File: config.mk
export PLATFORM = sky130hd
export DESIGN_NAME = wash_sequencer
export DESIGN_NICKNAME = d
export VERILOG_FILES = /design/src/rtl/wash_pkg.sv /design/src/rtl/wash_timer.sv /design/src/rtl/wash_sequencer.sv
export SDC_FILE = /design/constraint.sdc
export NUM_CORES = 1
export LEC_CHECK = 0
export ABC_AREA = 0
export CAP_MARGIN = 10
export CORE_ASPECT_RATIO = 1.1
export CORE_MARGIN = 1
export CORE_UTILIZATION = 46
export DETAILED_ROUTE_END_ITERATION = 7
export PLACE_DENSITY = 0.74
export SLEW_MARGIN = 30
export SYNTH_ARGS = -nofsm -noshare
export SYNTH_HDL_FRONTEND = slang
export SYNTH_HIERARCHICAL = 1
export SYNTH_SLANG_ARGS = --single-unit
export TNS_END_PERCENT = 30
File: constraint.sdc
create_clock -name clk -period 3.1 [get_ports clk]
set_clock_uncertainty 0.2 [all_clocks]
set_input_delay 0.465 -clock clk [delete_from_list [all_inputs] [get_ports clk]]
set_output_delay 0.465 -clock clk [all_outputs]
set_load 0.05 [all_outputs]
File: src/rtl/wash_pkg.sv
// Shared state encoding, default phase durations and counter sizing for the washer controller.
// Defining WASH_EXTRA_RINSE_EN adds a second rinse (R2_FILL, R2_WASH, R2_DRAIN) before DRY.
package wash_pkg;

  localparam int DEF_FILL_CYC    = 64;
  localparam int DEF_WASH_CYC    = 512;
  localparam int DEF_RINSE_CYC   = 256;
  localparam int DEF_DRAIN_CYC   = 64;
  localparam int DEF_DRY_CYC     = 256;
  localparam int DEF_AGITATE_CYC = 16;
  localparam int CNT_MIN_W       = 10;

  typedef enum logic [3:0] {
    IDLE,
    C_FILL,
    C_WASH,
    C_DRAIN,
    R_FILL,
    R_WASH,
    R_DRAIN,
`ifdef WASH_EXTRA_RINSE_EN
    R2_FILL,
    R2_WASH,
    R2_DRAIN,
`endif
    DRY,
    DONE
  } state_e;

  function automatic int cnt_width(input int max_dur);
    int w;
    w = $clog2(max_dur);
    return (w < CNT_MIN_W) ? CNT_MIN_W : w;
  endfunction

  function automatic int max_of(input int a, input int b);
    return (a > b) ? a : b;
  endfunction

  localparam int CNT_W = cnt_width(max_of(max_of(max_of(DEF_FILL_CYC, DEF_WASH_CYC),
                                                 max_of(DEF_RINSE_CYC, DEF_DRAIN_CYC)),
                                          max_of(DEF_DRY_CYC, DEF_AGITATE_CYC)));

  function automatic logic is_fill(input state_e s);
    return (s == C_FILL) || (s == R_FILL)
`ifdef WASH_EXTRA_RINSE_EN
           || (s == R2_FILL)
`endif
           ;
  endfunction

  function automatic logic is_wash(input state_e s);
    return (s == C_WASH) || (s == R_WASH)
`ifdef WASH_EXTRA_RINSE_EN
           || (s == R2_WASH)
`endif
           ;
  endfunction

  function automatic logic is_drain(input state_e s);
    return (s == C_DRAIN) || (s == R_DRAIN)
`ifdef WASH_EXTRA_RINSE_EN
           || (s == R2_DRAIN)
`endif
           ;
  endfunction

  function automatic logic is_clean(input state_e s);
    return (s == C_FILL) || (s == C_WASH) || (s == C_DRAIN);
  endfunction

  function automatic logic is_rinse(input state_e s);
    return (s == R_FILL) || (s == R_WASH) || (s == R_DRAIN)
`ifdef WASH_EXTRA_RINSE_EN
           || (s == R2_FILL) || (s == R2_WASH) || (s == R2_DRAIN)
`endif
           ;
  endfunction

endpackage

File: src/rtl/wash_timer.sv
// Per-state cycle counter: cleared on state change, flags the last cycle of the current state.
module wash_timer #(
  parameter int W = 10
) (
  input  logic         clk,
  input  logic         rst_n,
  input  logic         clr_i,
  input  logic [W-1:0] last_i,
  output logic         tc_o
);

  logic [W-1:0] cnt_q;

  always_ff @(posedge clk) begin
    if (!rst_n || clr_i) begin
      cnt_q <= '0;
    end else begin
      cnt_q <= cnt_q + 1'b1;
    end
  end

  assign tc_o = (cnt_q == last_i);

endmodule

File: src/rtl/wash_sequencer.sv
// Washer programme FSM: clean, rinse, dry, done, with registered valve/motor/panel outputs.
// Build option WASH_EXTRA_RINSE_EN inserts a second rinse cycle; ports are unchanged.
module wash_sequencer
  import wash_pkg::*;
#(
  parameter int FILL_CYC    = DEF_FILL_CYC,
  parameter int WASH_CYC    = DEF_WASH_CYC,
  parameter int RINSE_CYC   = DEF_RINSE_CYC,
  parameter int DRAIN_CYC   = DEF_DRAIN_CYC,
  parameter int DRY_CYC     = DEF_DRY_CYC,
  parameter int AGITATE_CYC = DEF_AGITATE_CYC
) (
  input  logic clk,
  input  logic rst_n,
  input  logic start,
  output logic ctrl_fill,
  output logic ctrl_release,
  output logic ctrl_forward,
  output logic ctrl_reverse,
  output logic sig_clean,
  output logic sig_rinse,
  output logic sig_dry,
  output logic sig_done
);

  localparam int CW = cnt_width(max_of(max_of(max_of(FILL_CYC, WASH_CYC),
                                              max_of(RINSE_CYC, DRAIN_CYC)),
                                       max_of(DRY_CYC, AGITATE_CYC)));

  state_e        state_q, state_d;
  logic          dir_q, dir_d;
  logic [CW-1:0] agit_q, agit_d;
  logic [CW-1:0] last_d;
  logic          tc;
  logic          clr;

  always_comb begin
    state_d = state_q;
    case (state_q)
      IDLE, DONE: if (start) state_d = C_FILL;
      C_FILL:     if (tc) state_d = C_WASH;
      C_WASH:     if (tc) state_d = C_DRAIN;
      C_DRAIN:    if (tc) state_d = R_FILL;
      R_FILL:     if (tc) state_d = R_WASH;
      R_WASH:     if (tc) state_d = R_DRAIN;
`ifdef WASH_EXTRA_RINSE_EN
      R_DRAIN:    if (tc) state_d = R2_FILL;
      R2_FILL:    if (tc) state_d = R2_WASH;
      R2_WASH:    if (tc) state_d = R2_DRAIN;
      R2_DRAIN:   if (tc) state_d = DRY;
`else
      R_DRAIN:    if (tc) state_d = DRY;
`endif
      DRY:        if (tc) state_d = DONE;
      default:    state_d = IDLE;
    endcase
  end

  always_comb begin
    last_d = '0;
    if (is_fill(state_q)) begin
      last_d = CW'(FILL_CYC - 1);
    end else if (state_q == C_WASH) begin
      last_d = CW'(WASH_CYC - 1);
    end else if (is_wash(state_q)) begin
      last_d = CW'(RINSE_CYC - 1);
    end else if (is_drain(state_q)) begin
      last_d = CW'(DRAIN_CYC - 1);
    end else if (state_q == DRY) begin
      last_d = CW'(DRY_CYC - 1);
    end
  end

  // Counter is held at zero while parked so every state starts its count from 0.
  assign clr = (state_d != state_q) || (state_q == IDLE) || (state_q == DONE);

  wash_timer #(.W(CW)) u_timer (
    .clk    (clk),
    .rst_n  (rst_n),
    .clr_i  (clr),
    .last_i (last_d),
    .tc_o   (tc)
  );

  always_comb begin
    agit_d = '0;
    dir_d  = 1'b0;
    if ((state_d == state_q) && is_wash(state_q)) begin
      if (agit_q == CW'(AGITATE_CYC - 1)) begin
        dir_d = ~dir_q;
      end else begin
        agit_d = agit_q + 1'b1;
        dir_d  = dir_q;
      end
    end
  end

  // Outputs are registered from next-state values so they line up with state_q.
  always_ff @(posedge clk) begin
    if (!rst_n) begin
      state_q      <= IDLE;
      dir_q        <= 1'b0;
      agit_q       <= '0;
      ctrl_fill    <= 1'b0;
      ctrl_release <= 1'b0;
      ctrl_forward <= 1'b0;
      ctrl_reverse <= 1'b0;
      sig_clean    <= 1'b0;
      sig_rinse    <= 1'b0;
      sig_dry      <= 1'b0;
      sig_done     <= 1'b0;
    end else begin
      state_q      <= state_d;
      dir_q        <= dir_d;
      agit_q       <= agit_d;
      ctrl_fill    <= is_fill(state_d);
      ctrl_release <= is_drain(state_d) || (state_d == DRY);
      ctrl_forward <= (is_wash(state_d) && !dir_d) || (state_d == DRY);
      ctrl_reverse <= is_wash(state_d) && dir_d;
      sig_clean    <= is_clean(state_d);
      sig_rinse    <= is_rinse(state_d);
      sig_dry      <= (state_d == DRY);
      sig_done     <= (state_d == DONE);
    end
  end

endmodule

---- After elaboration in Yosys (flattened, before gate mapping) ----
Cells that the tools add are included.
cells by class
  mux-type cells .......................... 16
  reductions and logical operators ........ 23
  bitwise gates (word level) .............. 3
  add/subtract/negate cells ............... 2
  equal/unequal tests ..................... 20
operators by type and width
  cell                     number
  $eq A4 B3 Y1 const B     8
  $mux W4                  8
  $pmux W4 S8              1
  $mux W8                  3
  $add A10 B1 Y10 const B  2
  $mux W9                  2
  $eq A4 B2 Y1 const B     4
  $logic_or A1 B1 Y1       15
  $eq A10 B4 Y1 const B    1
  $eq A10 B9 Y1            1
  $eq A4 B1 Y1 const B     2
  $eq A4 B4 Y1 const B     2
  $eq A4 B4 Y1             1
  $logic_not A4 Y1         1
  $ne A4 B4 Y1             1
  $logic_and A1 B1 Y1      3
  $not A1 Y1               3
  $reduce_or A3 Y1         1
  $logic_not A1 Y1         2
  $mux W1                  2
  $reduce_or A2 Y1         1
storage, ports and cells
  register bits ........................... 33

---- Logic depth before layout (Yosys ltp) ----
Gate-level depths: netlist of the first run.
  depth after elaboration ................. 15
  depth in mapped cells ................... 12
  depth with buffers taken out ............ 10

---- Cells and area by module ----
The synthesis of the first run kept the hierarchy.
modules (own cells, without submodules)
  module          times used  area each (sq um)  cells an instance
  wash_sequencer  1           1034.7             114
  wash_timer      1           510.5              58

---- Worst setup path before layout of the first run ----
Ideal clock, no wire load.
  path type ............................... register to register
  from .................................... reg state_q[0]
  to ...................................... reg ctrl_fill
  data required time ...................... 2.785 ns
  arrival time ............................ 2.496 ns
  cell stages (with the launch flop) ...... 11
  buffers on the path ..................... 1
  slack ................................... 0.290 ns
  period minus slack after synthesis ...... 2.810 ns
  setup time .............................. 0.115 ns
  cell sequence ........................... dfxtp_1 > buf_2 > nor3_1 > nor2_1 > xnor2_1 > nand4_1 > nor4_1 > and3_1 > mux2i_1 > nand2_1 > a2111oi_0
on the way
  cells in the longest elaborated chain, start to end .. 11
  elaborated cells on any way between the ends .. 31
  those cells by class .................... eq/ne (11); mux (14); reduce/logical (6)
RTL lines
  element                                        RTL line                              text
  start, declared                                wash_sequencer.sv:30                  state_e state_q, state_d;
  start signal, assigned                         wash_sequencer.sv:113                 state_q <= state_d;
  $eq A4 B3 Y1, or another cell as far along     wash_sequencer.sv:69                  end else if (state_q == DRY) begin
  $mux W8 or $logic_or A1 B1 Y1 (tied branches)  wash_sequencer.sv:69, wash_pkg.sv:61
  $mux W8                                        wash_sequencer.sv:67                  end else if (is_drain(state_q)) begin
  $mux W8                                        wash_sequencer.sv:65                  end else if (is_wash(state_q)) begin
  $mux W9                                        wash_sequencer.sv:63                  end else if (state_q == C_WASH) begin
  $mux W9 *                                      wash_sequencer.sv:61                  if (is_fill(state_q)) begin
  named net last_d[0]                            wash_sequencer.sv:33                  logic [CW-1:0] last_d;
  $eq A10 B9 Y1 *                                wash_timer.sv:22                      assign tc_o = (cnt_q == last_i);
  named net tc                                   wash_sequencer.sv:34                  logic tc;
  $mux W4, or another cell as far along          wash_sequencer.sv:54                  DRY: if (tc) state_d = DONE;
  $pmux W4 S8 *                                  wash_sequencer.sv:39                  case (state_q)
  $eq A4 B1 Y1 or $eq A4 B3 Y1 (tied branches)   wash_pkg.sv:45                        return (s == C_FILL) || (s == R_FILL)
  $logic_or A1 B1 Y1 *                           wash_pkg.sv:45
  end signal, assigned                           wash_sequencer.sv:116                 ctrl_fill <= is_fill(state_d);
  end, declared                                  wash_sequencer.sv:16                  output logic ctrl_fill,
Mark *: on every way through the listed nets, which the timed path passes. The rest lies on a longest branch.
A chain may end at the register's enable or synchronous reset.

---- Worst setup path in the final report of the first run ----
  from .................................... reg state_q[1]
  to ...................................... reg ctrl_fill
The elaborated chain is that of the path after synthesis.

==> results by group, run 1 <==
Outcome
  – Result of the run: finished clean

Synth
  – Cell count after synthesis: 172
  – Async set-or-reset flop fraction in the synthesized netlist: 0
  – Number of synthesized register bits: 33
  – Sequential-to-total area share from yosys stat: 0.428
  – Cell area after synthesis: 1550 um2
  – Number of nets produced by synthesis: 177
  – Most area-hungry cell type in the Yosys netlist: dfxtp_1
  – Number of synthesized flops with an enable pin: 0
  – Proportion of netlist area held by the largest area contributor: 0.428
  – Synth top area cells: dfxtp_1, xnor2_1, nor2_1
  – Number of warnings printed during yosys synthesis: 6
  – Post-synth cell types: 44
  – Mean area per synthesized cell: 8.98 um2
  – Dominant synthesized flop cell: dfxtp_1

Clock network
  – Clock latency on the worst-skew pair: 0.33 ns
  – Count of clock tree sinks: 33
  – Clock buffer count from CTS: 5
  – Post-CTS Repair Setup Buffers: 0
  – Number of H-tree branching levels: 2
  – Hold-fix buffers at CTS: 0
  – Root Buffer Master: clkbuf_4
  – Clock tree from TritonCTS: built
  – Maximum root-to-sink buffer count: 2
  – Clock input transition at the sequential cells of the worst setup and hold paths: 0.10 ns

Final layout
  – Ratio of cells with drive above 1 in the final layout: 0.144
  – Largest registers: agit_q: 10 flops, u_timer/cnt_q: 10 flops, state_q: 4 flops
  – Antenna diode count: 0
  – Final Net Count: 191
  – Commonest non-fill, non-tap cell in the layout: dfxtp_1
  – Commonest cells after routing, fill and taps aside: dfxtp_1, nor2_1, xnor2_1
  – Count of filler cells inserted in the layout: 275
  – Final non-filler cell area: 1820 um2
  – Area grow syn2layout: 17.7%

Critical path
  – Startpoint kind of the worst setup timing path: flop
  – Stage delay of the slowest cell on the critical path: 0.42 ns
  – Critical Path Fanout Max: 9
  – CP bufs+invs: 0
  – Critical path startpoint: state_q[1]
  – Register-to-Register Setup Slack: 0.28 ns
  – Worst path top cell family by delay: simple AND/OR/NAND/NOR gates
  – Startpoint of the worst register-to-register path: state_q[1]
  – Data required time of the worst path: 3.11 ns
  – Max stage delay cell, worst path: dfxtp_2
  – Cell count of the worst reg-to-reg path: 10
  – Critical path endpoint category: flop
  – R2R Path End: ctrl_fill
  – Worst-path cell chain: nor3b_2 > a21oi_1 > nor2_1 > xnor2_1 > nand4_1 > nor4_4 > and3_4 > mux2_2 > nor3b_1 > a2111oi_2
  – Category of the critical setup timing path: reg2reg
  – Arrival time at the worst endpoint: 2.83 ns

Drt
  – Length of the first detailed-routing pass in iterations: 4
  – Number of DRC violations after detailed-routing iteration 0: 76
  – Vias per inst: 5.54
  – Detailed-route wire length: 3.03 mm
  – Number of vias in the routed layout: 1224
  – Post-route DRC: 0
  – Number of nets with antenna violations after routing: 0
  – Average routed wire per standard cell: 13.7 um

Timing
  – Final-report hold violation count: 0
  – Worst slew pin tran: 0.505 ns
  – Maximum clock frequency: 0.354 GHz
  – Max_slew headroom: 0.663
  – Unrepaired setup endpoints after global routing: no
  – Period Utilization, post-route: 0.910
  – TNS Setup: 0 ns
  – Shortest clock period the worst path allows after layout: 2.82 ns
  – Final-report max-slew violation count: 0
  – Final setup violation count: 0

Placement
  – Buffers added on ports: 10
  – Placed Instance Area: 1680 um2
  – GPL Wtd Cong: 0.884
  – Dpl hpwl: 2.22 mm

Hold path
  – Number of cells on the worst hold path: 1
  – Worst hold path startpoint: agit_q[0]
  – Min-Delay Endpoint: agit_q[0]
  – Hold/Removal Path Class: reg2reg

Die
  – Die Span X: 57.3 um
  – # rows: 21
  – Die footprint: 3600 um2
  – Area of the core: 3130 um2
  – DIE HEIGHT: 62.8 um
  – Initial core utilization: 0.494
  – Boundary pin count: 11

Pwr
  – Areal power density over the cells: 476 nW/um2
  – Cell leakage power: 0.000615 uW
  – Max VDD drop: 0.236 mV

Global route
  – Met1 track demand over resource in global routing: 0.206
  – Number of antenna violations at the first check in global routing: 0
  – First-pass GRT wire length: 5.10 mm
  – Layer carrying the most global-route usage: met2
  – GR Layer Usage met3: 0.0518
  – Number of global-route vias before repair: 1225
  – Met2 track demand over resource in global routing: 0.312
  – GRT overflow: 0
  – Largest net degree at the start of global routing: 13
  – GRT Resource Usage Total: 0.183

Flow run
  – Count of maximum capacitance violations: 0
-- logic make-up (layout without fill, tap and decap cells) --
family / count (synthesis) / after routing / share of synthesized area
mux: 2 / 2 / 0.0138
compound gates: 26 / 26 / 0.118
flops: 33 / 33 / 0.428
buf+inv: 14 / 29 / 0.0389
xor+xnor: 21 / 21 / 0.124
simple gates: 73 / 73 / 0.259
fa+ha+maj: 2 / 2 / 0.0162
other cells: 1 / 1 / 0.00243
-- cell type report --
cell class              count  area (um2)  area share
repair buffers             12         115      0.0633
multi-input cells         125         880       0.484
clock buffers               7        55.1      0.0303
flip-flops and latches     33         662       0.364
inverters                   9        33.8      0.0186
well taps                  34        42.5      0.0234
clock inverters             1        30.0      0.0165
-- timing repair --
| action | in CTS | in global routing |
|---|---|---|
| endpoints found under the setup margin | 3 | 6 |
| pin swaps | 0 | 1 |
| endpoints found under the hold margin | 0 | 0 |
| resized for setup | 2 | 10 |
-- power by group --
part           total, uW  leakage (uW)  switching, uW  internal, uW
Combinational       94.3      0.000302           58.3          36.0
Clock                332     0.0000455            139           193
Sequential           439      0.000267           7.12           432
Total                865      0.000615            204           660
-- layer usage --
metal	share of wire	vias up
li1	-	624
met5	0	-
met2	0.51	13
met4	0.022	0
met3	0.020	8
met1	0.44	579
-- synth_stat cells (4+ instances only) --
library cell / n
a21oi_1: 9
dfxtp_1: 33
inv_1: 9
nand2_1: 5
nand3_1: 6
nand4_1: 4
nor2_1: 27
nor2b_1: 4
nor3_1: 4
o21ai_0: 4
xnor2_1: 17
-- through the flow --
step | setup WS (ns) | cells | hold slack, ns | utilization | total power (uW)
floorplan | 0.290 | 172 | 0.241 | - | 508
global placement | 0.149 | 213 | 0.255 | 0.536 | 528
detailed placement | -0.0879 | 213 | 0.270 | 0.536 | 531
CTS | 0.0425 | 221 | 0.297 | 0.566 | 863
global route | 0.0948 | 221 | 0.330 | 0.581 | 899
finish | 0.279 | 221 | 0.290 | 0.581 | 865
-- worst max path at each step --
stage	depth (start not counted)	end
floorplan	10	ctrl_fill
finish	10	ctrl_fill
global route	10	sig_clean
CTS	10	ctrl_fill
detailed placement	9	ctrl_fill
global placement	9	ctrl_fill
Note: power is estimated with default switching activity, not from simulation.
==> run 2: changes to the inputs <==
- SYNTH_HIERARCHICAL: 1 -> not set
==> run 2 against run 1 <==
Total power rose by 34%. Fmax rose by 4.9%. Critical path depth fell by 4. Sequential share of layout area fell by 0.66 points. Synthesized cell count rose by 4.1%. Wire length rose by 5.9%. Critical path type unchanged. Largest cell class unchanged.
==> results by group, run 2 <==
Clock network
  – Clock input transition at the sequential cells of the worst setup and hold paths: 0.10 ns (about the same)
  – Clock latency on the worst-skew pair: 0.34 ns (was 0.33 ns)
  – Post-CTS Repair Setup Buffers: 0 (unchanged)
  – Root Buffer Master: clkbuf_4 (unchanged)
  – Hold-fix buffers at CTS: 0 (unchanged)
  – Number of H-tree branching levels: 2 (unchanged)
  – Count of clock tree sinks: 33 (unchanged)
  – Maximum root-to-sink buffer count: 2 (unchanged)
  – Clock buffer count from CTS: 5 (unchanged)
  – Clock tree from TritonCTS: built (unchanged)
  – Cts repair resizes: 0 (was 2)

Pwr
  – Areal power density over the cells: 629 nW/um2 (was 476 nW/um2)
  – Max VDD drop: 0.449 mV (was 0.236 mV)
  – Cell leakage power: 0.000625 uW (was 0.000615 uW)

Final layout
  – Largest registers: agit_q: 10 flops, u_timer.cnt_q: 10 flops, state_q: 4 flops (was agit_q: 10 flops, u_timer/cnt_q: 10 flops, state_q: 4 flops)
  – Final Net Count: 195 (was 191)
  – Commonest non-fill, non-tap cell in the layout: dfxtp_1 (unchanged)
  – Commonest cells after routing, fill and taps aside: dfxtp_1, nor2_1, nand2_1, xor2_1 (was dfxtp_1, nor2_1, xnor2_1)
  – Antenna diode count: 0 (unchanged)
  – Final non-filler cell area: 1850 um2 (was 1820 um2)
  – Area grow syn2layout: 12.7% (was 17.7%)
  – Ratio of cells with drive above 1 in the final layout: 0.162 (was 0.144)
  – Count of filler cells inserted in the layout: 312 (was 275)

Synth
  – Mean area per synthesized cell: 9.16 um2 (was 8.98 um2)
  – Most instantiated cells after synthesis: dfxtp_1, nor2_1, nand2_1, xor2_1 (was dfxtp_1, nor2_1, xnor2_1, a21oi_1, inv_1)
  – Cell area after synthesis: 1640 um2 (was 1550 um2)
  – Number of synthesized register bits: 33 (unchanged)
  – Most area-hungry cell type in the Yosys netlist: dfxtp_1 (unchanged)
  – Cell count after synthesis: 179 (was 172)
  – Number of warnings printed during yosys synthesis: 0 (was 6)
  – Number of nets produced by synthesis: 184 (was 177)
  – Synth top area cells: dfxtp_1, xor2_1, nor2_1 (was dfxtp_1, xnor2_1, nor2_1)
  – Dominant synthesized flop cell: dfxtp_1 (unchanged)
  – Post-synth cell types: 55 (was 44)
  – Cell with the most instances after synthesis: dfxtp_1 (unchanged)
  – Sequential-to-total area share from yosys stat: 0.403 (was 0.428)
  – Number of synthesized flops with an enable pin: 0 (unchanged)
  – Async set-or-reset flop fraction in the synthesized netlist: 0 (unchanged)
  – Proportion of netlist area held by the largest area contributor: 0.403 (was 0.428)

Die
  – Area of the core: 3360 um2 (was 3130 um2)
  – Die Span X: 58.9 um (was 57.3 um)
  – Die footprint: 3810 um2 (was 3600 um2)
  – Boundary pin count: 11 (unchanged)
  – Initial core utilization: 0.488 (was 0.494)
  – # rows: 22 (was 21)
  – DIE HEIGHT: 64.6 um (was 62.8 um)

Drt
  – Number of vias in the routed layout: 1308 (was 1224)
  – Number of DRC violations after detailed-routing iteration 0: 37 (was 76)
  – Number of nets with antenna violations after routing: 0 (unchanged)
  – Average routed wire per standard cell: 13.4 um (was 13.7 um)
  – Post-route DRC: 0 (unchanged)
  – Length of the first detailed-routing pass in iterations: 4 (unchanged)
  – Vias per inst: 5.47 (was 5.54)
  – Detailed-route wire length: 3.21 mm (was 3.03 mm)

Critical path
  – CP bufs+invs: 0 (unchanged)
  – Critical Path Fanout Max: 11 (was 9)
  – Critical path endpoint category: flop (unchanged)
  – Stage delay of the slowest cell on the critical path: 0.56 ns (was 0.42 ns)
  – Max stage delay cell, worst path: dfxtp_1 (was dfxtp_2)
  – Category of the critical setup timing path: reg2reg (unchanged)
  – Worst path top cell family by delay: simple AND/OR/NAND/NOR gates (unchanged)
  – Worst-path cell chain: or3b_1 > a211o_1 > o31a_2 > nor3_2 > or4b_1 > nor2_2 (was nor3b_2 > a21oi_1 > nor2_1 > xnor2_1 > nand4_1 > nor4_4 > and3_4 > mux2_2 > nor3b_1 > a2111oi_2)
  – Arrival time at the worst endpoint: 2.70 ns (was 2.83 ns)
  – Startpoint kind of the worst setup timing path: flop (unchanged)
  – Data required time of the worst path: 3.11 ns (about the same)

Timing
  – Shortest clock period the worst path allows after layout: 2.69 ns (was 2.82 ns)
  – Worst slew pin tran: 0.545 ns (was 0.505 ns)
  – Max_slew headroom: 0.636 (was 0.663)
  – Maximum clock frequency: 0.372 GHz (was 0.354 GHz)
  – Unrepaired setup endpoints after global routing: no (unchanged)
  – Period Utilization, post-route: 0.868 (was 0.910)
  – Final setup violation count: 0 (unchanged)
  – Final-report max-slew violation count: 0 (unchanged)
  – Final-report hold violation count: 0 (unchanged)
  – TNS Setup: 0 ns (unchanged)

Global route
  – GRT Resource Usage Total: 0.198 (was 0.183)
  – GRT overflow: 0 (unchanged)
  – First-pass GRT wire length: 5.66 mm (was 5.10 mm)
  – Number of global-route vias before repair: 1271 (was 1225)
  – Largest net degree at the start of global routing: 15 (was 13)
  – Number of antenna violations at the first check in global routing: 0 (unchanged)

Placement
  – Dpl hpwl: 2.29 mm (was 2.22 mm)
  – GPL Wtd Cong: 0.830 (was 0.884)
  – Buffers added on ports: 10 (unchanged)
  – Placed Instance Area: 1760 um2 (was 1680 um2)

Outcome
  – Result of the run: finished clean (unchanged)

Flow run
  – Count of maximum capacitance violations: 0 (unchanged)

Hold path
  – Hold/Removal Path Class: reg2reg (unchanged)
run 2: changes by cell type in the layout (fill, tap and decap cells not counted), moves of 4 or more:
cell,previous run,this run
a21oi_1,9,2
inv_1,9,5
nand2_1,5,11
nand3_1,6,10
nor2_1,26,21
nor2_2,1,10
xnor2_1,17,7
xor2_1,3,11
run 2: per-stage QoR:
step	hold slack, ns	cells	worst slack, ns	utilization	total power (uW)
5_1_grt	0.305	239	0.266	0.550	1230
4_1_cts	0.291	239	0.450	0.550	1170
6_report	0.286	239	0.411	0.550	1160
3_5_place_dp	0.268	231	0.480	0.525	824
3_3_place_gp	0.240	231	0.540	0.525	823
2_1_floorplan	0.227	179	0.865	-	757
run 2: kinds of logic after synthesis:
group | count (synthesis) | synth area share
buf+inv | 13 | 0.0405
fa+ha+maj | 2 | 0.0153
flops | 33 | 0.403
mux | 2 | 0.0130
compound gates | 26 | 0.127
simple gates | 84 | 0.295
xor+xnor | 19 | 0.106
run 2: routing by layer:
metal	up-vias	share of wire	wire length, um	track usage
li1	653	-	-	-
met1	607	0.44	1420	0.245
met2	41	0.49	1580	0.307
met3	7	0.044	140	0.0479
met4	0	0.018	58	0.119
met5	-	0	0	0
run 2: path summary, 6_finish.rpt:
kind,startpoint,endpoint,slack (ns),cells past startpoint
worst max-delay path,state_q[1],agit_q[3],0.41,6
worst min-delay path,agit_q[0],agit_q[0],0.29,1
worst max register to register,state_q[1],agit_q[3],0.41,6
worst min register to register,agit_q[0],agit_q[0],0.29,1
run 2: area by class of cell:
cell class	count	area, um2	share of cell area
Clock inverter	1	30.0	0.0162
Inverter	6	22.5	0.0122
Clock buffer	7	55.1	0.0298
Timing Repair Buffer	11	108	0.0582
Tap cell	48	60.1	0.0325
Sequential cell	33	661	0.357
Multi-Input combinational cell	133	912	0.494
run 2: power breakdown:
part	leakage [uW]	internal [uW]	total [uW]	switching (uW)
combinational	0.000312	127	336	209
clock	0.0000455	193	341	148
sequential	0.000267	450	486	35.5
total	0.000625	770	1160	393
==> run 3: changes to the inputs <==
- RECOVER_POWER: not set -> 100
==> run 3 against run 2 <==
Critical path depth unchanged. Worst hold slack unchanged. Cell area decreased by 0.88%. Combinational power decreased by 4%. First-iteration DRC count increased by 27%. Sequential share of layout area increased by 0.32 points. Critical path type unchanged. Critical endpoint unchanged.
==> results by group, run 3 (synthesized netlist as in run 2, its figures left out) <==
Pwr
  – Max VDD drop: 0.449 mV (about the same)
  – Int Power: 761 uW (was 770 uW)
  – Switching part of the total power: 0.338 (about the same)
  – Switching Power: 388 uW (was 393 uW)
  – Clock power frac: 0.297 (was 0.293)
  – Areal power density over the cells: 627 nW/um2 (was 629 nW/um2)
  – Combinational Power Share: 0.281 (was 0.289)
  – Cell leakage power: 0.000643 uW (was 0.000625 uW)
  – Fraction of power consumed by sequential logic: 0.422 (was 0.418)

Hold path
  – Hold/Removal Path Class: reg2reg (unchanged)
  – Number of cells on the worst hold path: 1 (unchanged)

Timing
  – Unrepaired setup endpoints after global routing: no (unchanged)
  – Maximum clock frequency: 0.362 GHz (was 0.372 GHz)
  – Worst slew pin tran: 0.569 ns (was 0.545 ns)
  – TNS Setup: 0 ns (unchanged)
  – Final-report hold violation count: 0 (unchanged)
  – Final hold slack: 0.286 ns (unchanged)
  – Shortest clock period the worst path allows after layout: 2.76 ns (was 2.69 ns)
  – Max_slew headroom: 0.617 (was 0.636)
  – Final-report max-slew violation count: 0 (unchanged)
  – Period Utilization, post-route: 0.891 (was 0.868)
  – Final setup violation count: 0 (unchanged)

Outcome
  – Result of the run: finished clean (unchanged)

Clock network
  – Maximum root-to-sink buffer count: 2 (unchanged)
  – Cts repair resizes: 0 (unchanged)
  – Number of H-tree branching levels: 2 (unchanged)
  – Clock tree from TritonCTS: built (unchanged)
  – Root Buffer Master: clkbuf_4 (unchanged)
  – Count of clock tree sinks: 33 (unchanged)
  – Clock input transition at the sequential cells of the worst setup and hold paths: 0.11 ns (was 0.10 ns)
  – Post-CTS Repair Setup Buffers: 0 (unchanged)
  – Clock buffer count from CTS: 5 (unchanged)
  – Clock latency on the worst-skew pair: 0.34 ns (about the same)
  – Hold-fix buffers at CTS: 0 (unchanged)

Drt
  – Detailed-route wire length: 3.22 mm (was 3.21 mm)
  – Average routed wire per standard cell: 13.5 um (was 13.4 um)
  – Number of nets with antenna violations after routing: 0 (unchanged)
  – Post-route DRC: 0 (unchanged)
  – Number of DRC violations after detailed-routing iteration 0: 47 (was 37)
  – Number of vias in the routed layout: 1325 (was 1308)
  – Vias per inst: 5.54 (was 5.47)
  – Length of the first detailed-routing pass in iterations: 4 (unchanged)

Flow run
  – Count of maximum capacitance violations: 0 (unchanged)

Critical path
  – Max stage delay cell, worst path: or4b_1 (was dfxtp_1)
  – Critical Path Fanout Max: 12 (was 11)
  – Cell count of the worst reg-to-reg path: 6 (unchanged)
  – Worst path top cell family by delay: simple AND/OR/NAND/NOR gates (unchanged)
  – Worst-path cell chain: inv_1 > a211oi_1 > o31a_2 > nor3_2 > or4b_1 > nor2_2 (was or3b_1 > a211o_1 > o31a_2 > nor3_2 > or4b_1 > nor2_2)
  – Stage delay of the slowest cell on the critical path: 0.78 ns (was 0.56 ns)
  – Critical path endpoint category: flop (unchanged)
  – CP bufs+invs: 1 (was 0)
  – Data required time of the worst path: 3.17 ns (was 3.11 ns)
  – WP depth: 6 (unchanged)
  – Startpoint kind of the worst setup timing path: flop (unchanged)
  – Category of the critical setup timing path: reg2reg (unchanged)
  – Arrival time at the worst endpoint: 2.83 ns (was 2.70 ns)

Die
  – # rows: 22 (unchanged)
  – DIE HEIGHT: 64.6 um (unchanged)
  – Initial core utilization: 0.488 (unchanged)
  – Die Span X: 58.9 um (unchanged)
  – Die footprint: 3810 um2 (unchanged)
  – Boundary pin count: 11 (unchanged)
  – Area of the core: 3360 um2 (unchanged)

Final layout
  – Commonest non-fill, non-tap cell in the layout: dfxtp_1 (unchanged)
  – Count of filler cells inserted in the layout: 316 (was 312)
  – Commonest cells after routing, fill and taps aside: dfxtp_1, nor2_1, nand2_1, xor2_1 (unchanged)
  – Final core utilization: 0.545 (was 0.550)
  – Largest registers: agit_q: 10 flops, u_timer.cnt_q: 10 flops, state_q: 4 flops (unchanged)
  – Ratio of cells with drive above 1 in the final layout: 0.141 (was 0.162)
  – Final Net Count: 195 (unchanged)
  – Area grow syn2layout: 11.8% (was 12.7%)
  – Antenna diode count: 0 (unchanged)

Global route
  – First-pass GRT wire length: 5.66 mm (unchanged)
  – Largest net degree at the start of global routing: 15 (unchanged)
  – GRT overflow: 0 (unchanged)
  – Number of antenna violations at the first check in global routing: 0 (unchanged)
  – Number of global-route vias before repair: 1271 (unchanged)
  – GRT Resource Usage Total: 0.198 (unchanged)

Placement
  – Dpl hpwl: 2.29 mm (unchanged)
  – GPL Wtd Cong: 0.830 (unchanged)
  – Buffers added on ports: 10 (unchanged)
==> run 3: worst paths after layout <==
kind | from | slack (ns) | to
max | state_q[2] | 0.34 | agit_q[3]
min | agit_q[0] | 0.29 | agit_q[0]
max reg2reg | state_q[2] | 0.34 | agit_q[3]
min reg2reg | agit_q[0] | 0.29 | agit_q[0]
==> run 3: area by class of cell <==
type | count | area, um2 | area share
repair buffers | 11 | 108 | 0.0587
well taps | 48 | 60.1 | 0.0328
inverters | 6 | 22.5 | 0.0123
flip-flops and latches | 33 | 661 | 0.361
multi-input cells | 133 | 896 | 0.489
clock inverters | 1 | 30.0 | 0.0164
clock buffers | 7 | 55.1 | 0.0301
==> run 3: per-stage QoR <==
step | worst slack [ns] | total power (uW) | instances | instance area (um2)
after floorplan | 0.865 | 757 | 179 | 1640
after global placement | 0.540 | 823 | 231 | 1760
after detailed placement | 0.480 | 824 | 231 | 1760
after CTS | 0.450 | 1170 | 239 | 1850
after global routing | 0.165 | 1210 | 239 | 1830
final | 0.337 | 1150 | 239 | 1830
==> run 3: per-layer routing <==
layer,track usage,up-vias,wire length (um),share of wire
li1,-,654,-,-
met1,0.245,608,1410,0.44
met2,0.307,51,1560,0.48
met3,0.0479,12,161,0.050
met4,0.119,0,86,0.027
met5,0,-,0,0
==> run 3: worst register-to-register path, stage by stage, from the launching register on <==
cell,delay (ns)
dfxtp_1,0.64
inv_1,0.21
a211oi_1,0.37
o31a_2,0.22
nor3_2,0.08
or4b_1,0.78
nor2_2,0.19
==> run 3: power groups by stage <==
| stage | clock network, uW | registers, uW | logic [uW] |
|---|---|---|---|
| 3_5_place_dp | 0 | 494 | 330 |
| 3_3_place_gp | 0 | 491 | 331 |
| 2_1_floorplan | 0 | 524 | 233 |
| 6_report | 341 | 485 | 323 |
| 4_1_cts | 350 | 485 | 333 |
| 5_1_grt | 370 | 490 | 351 |
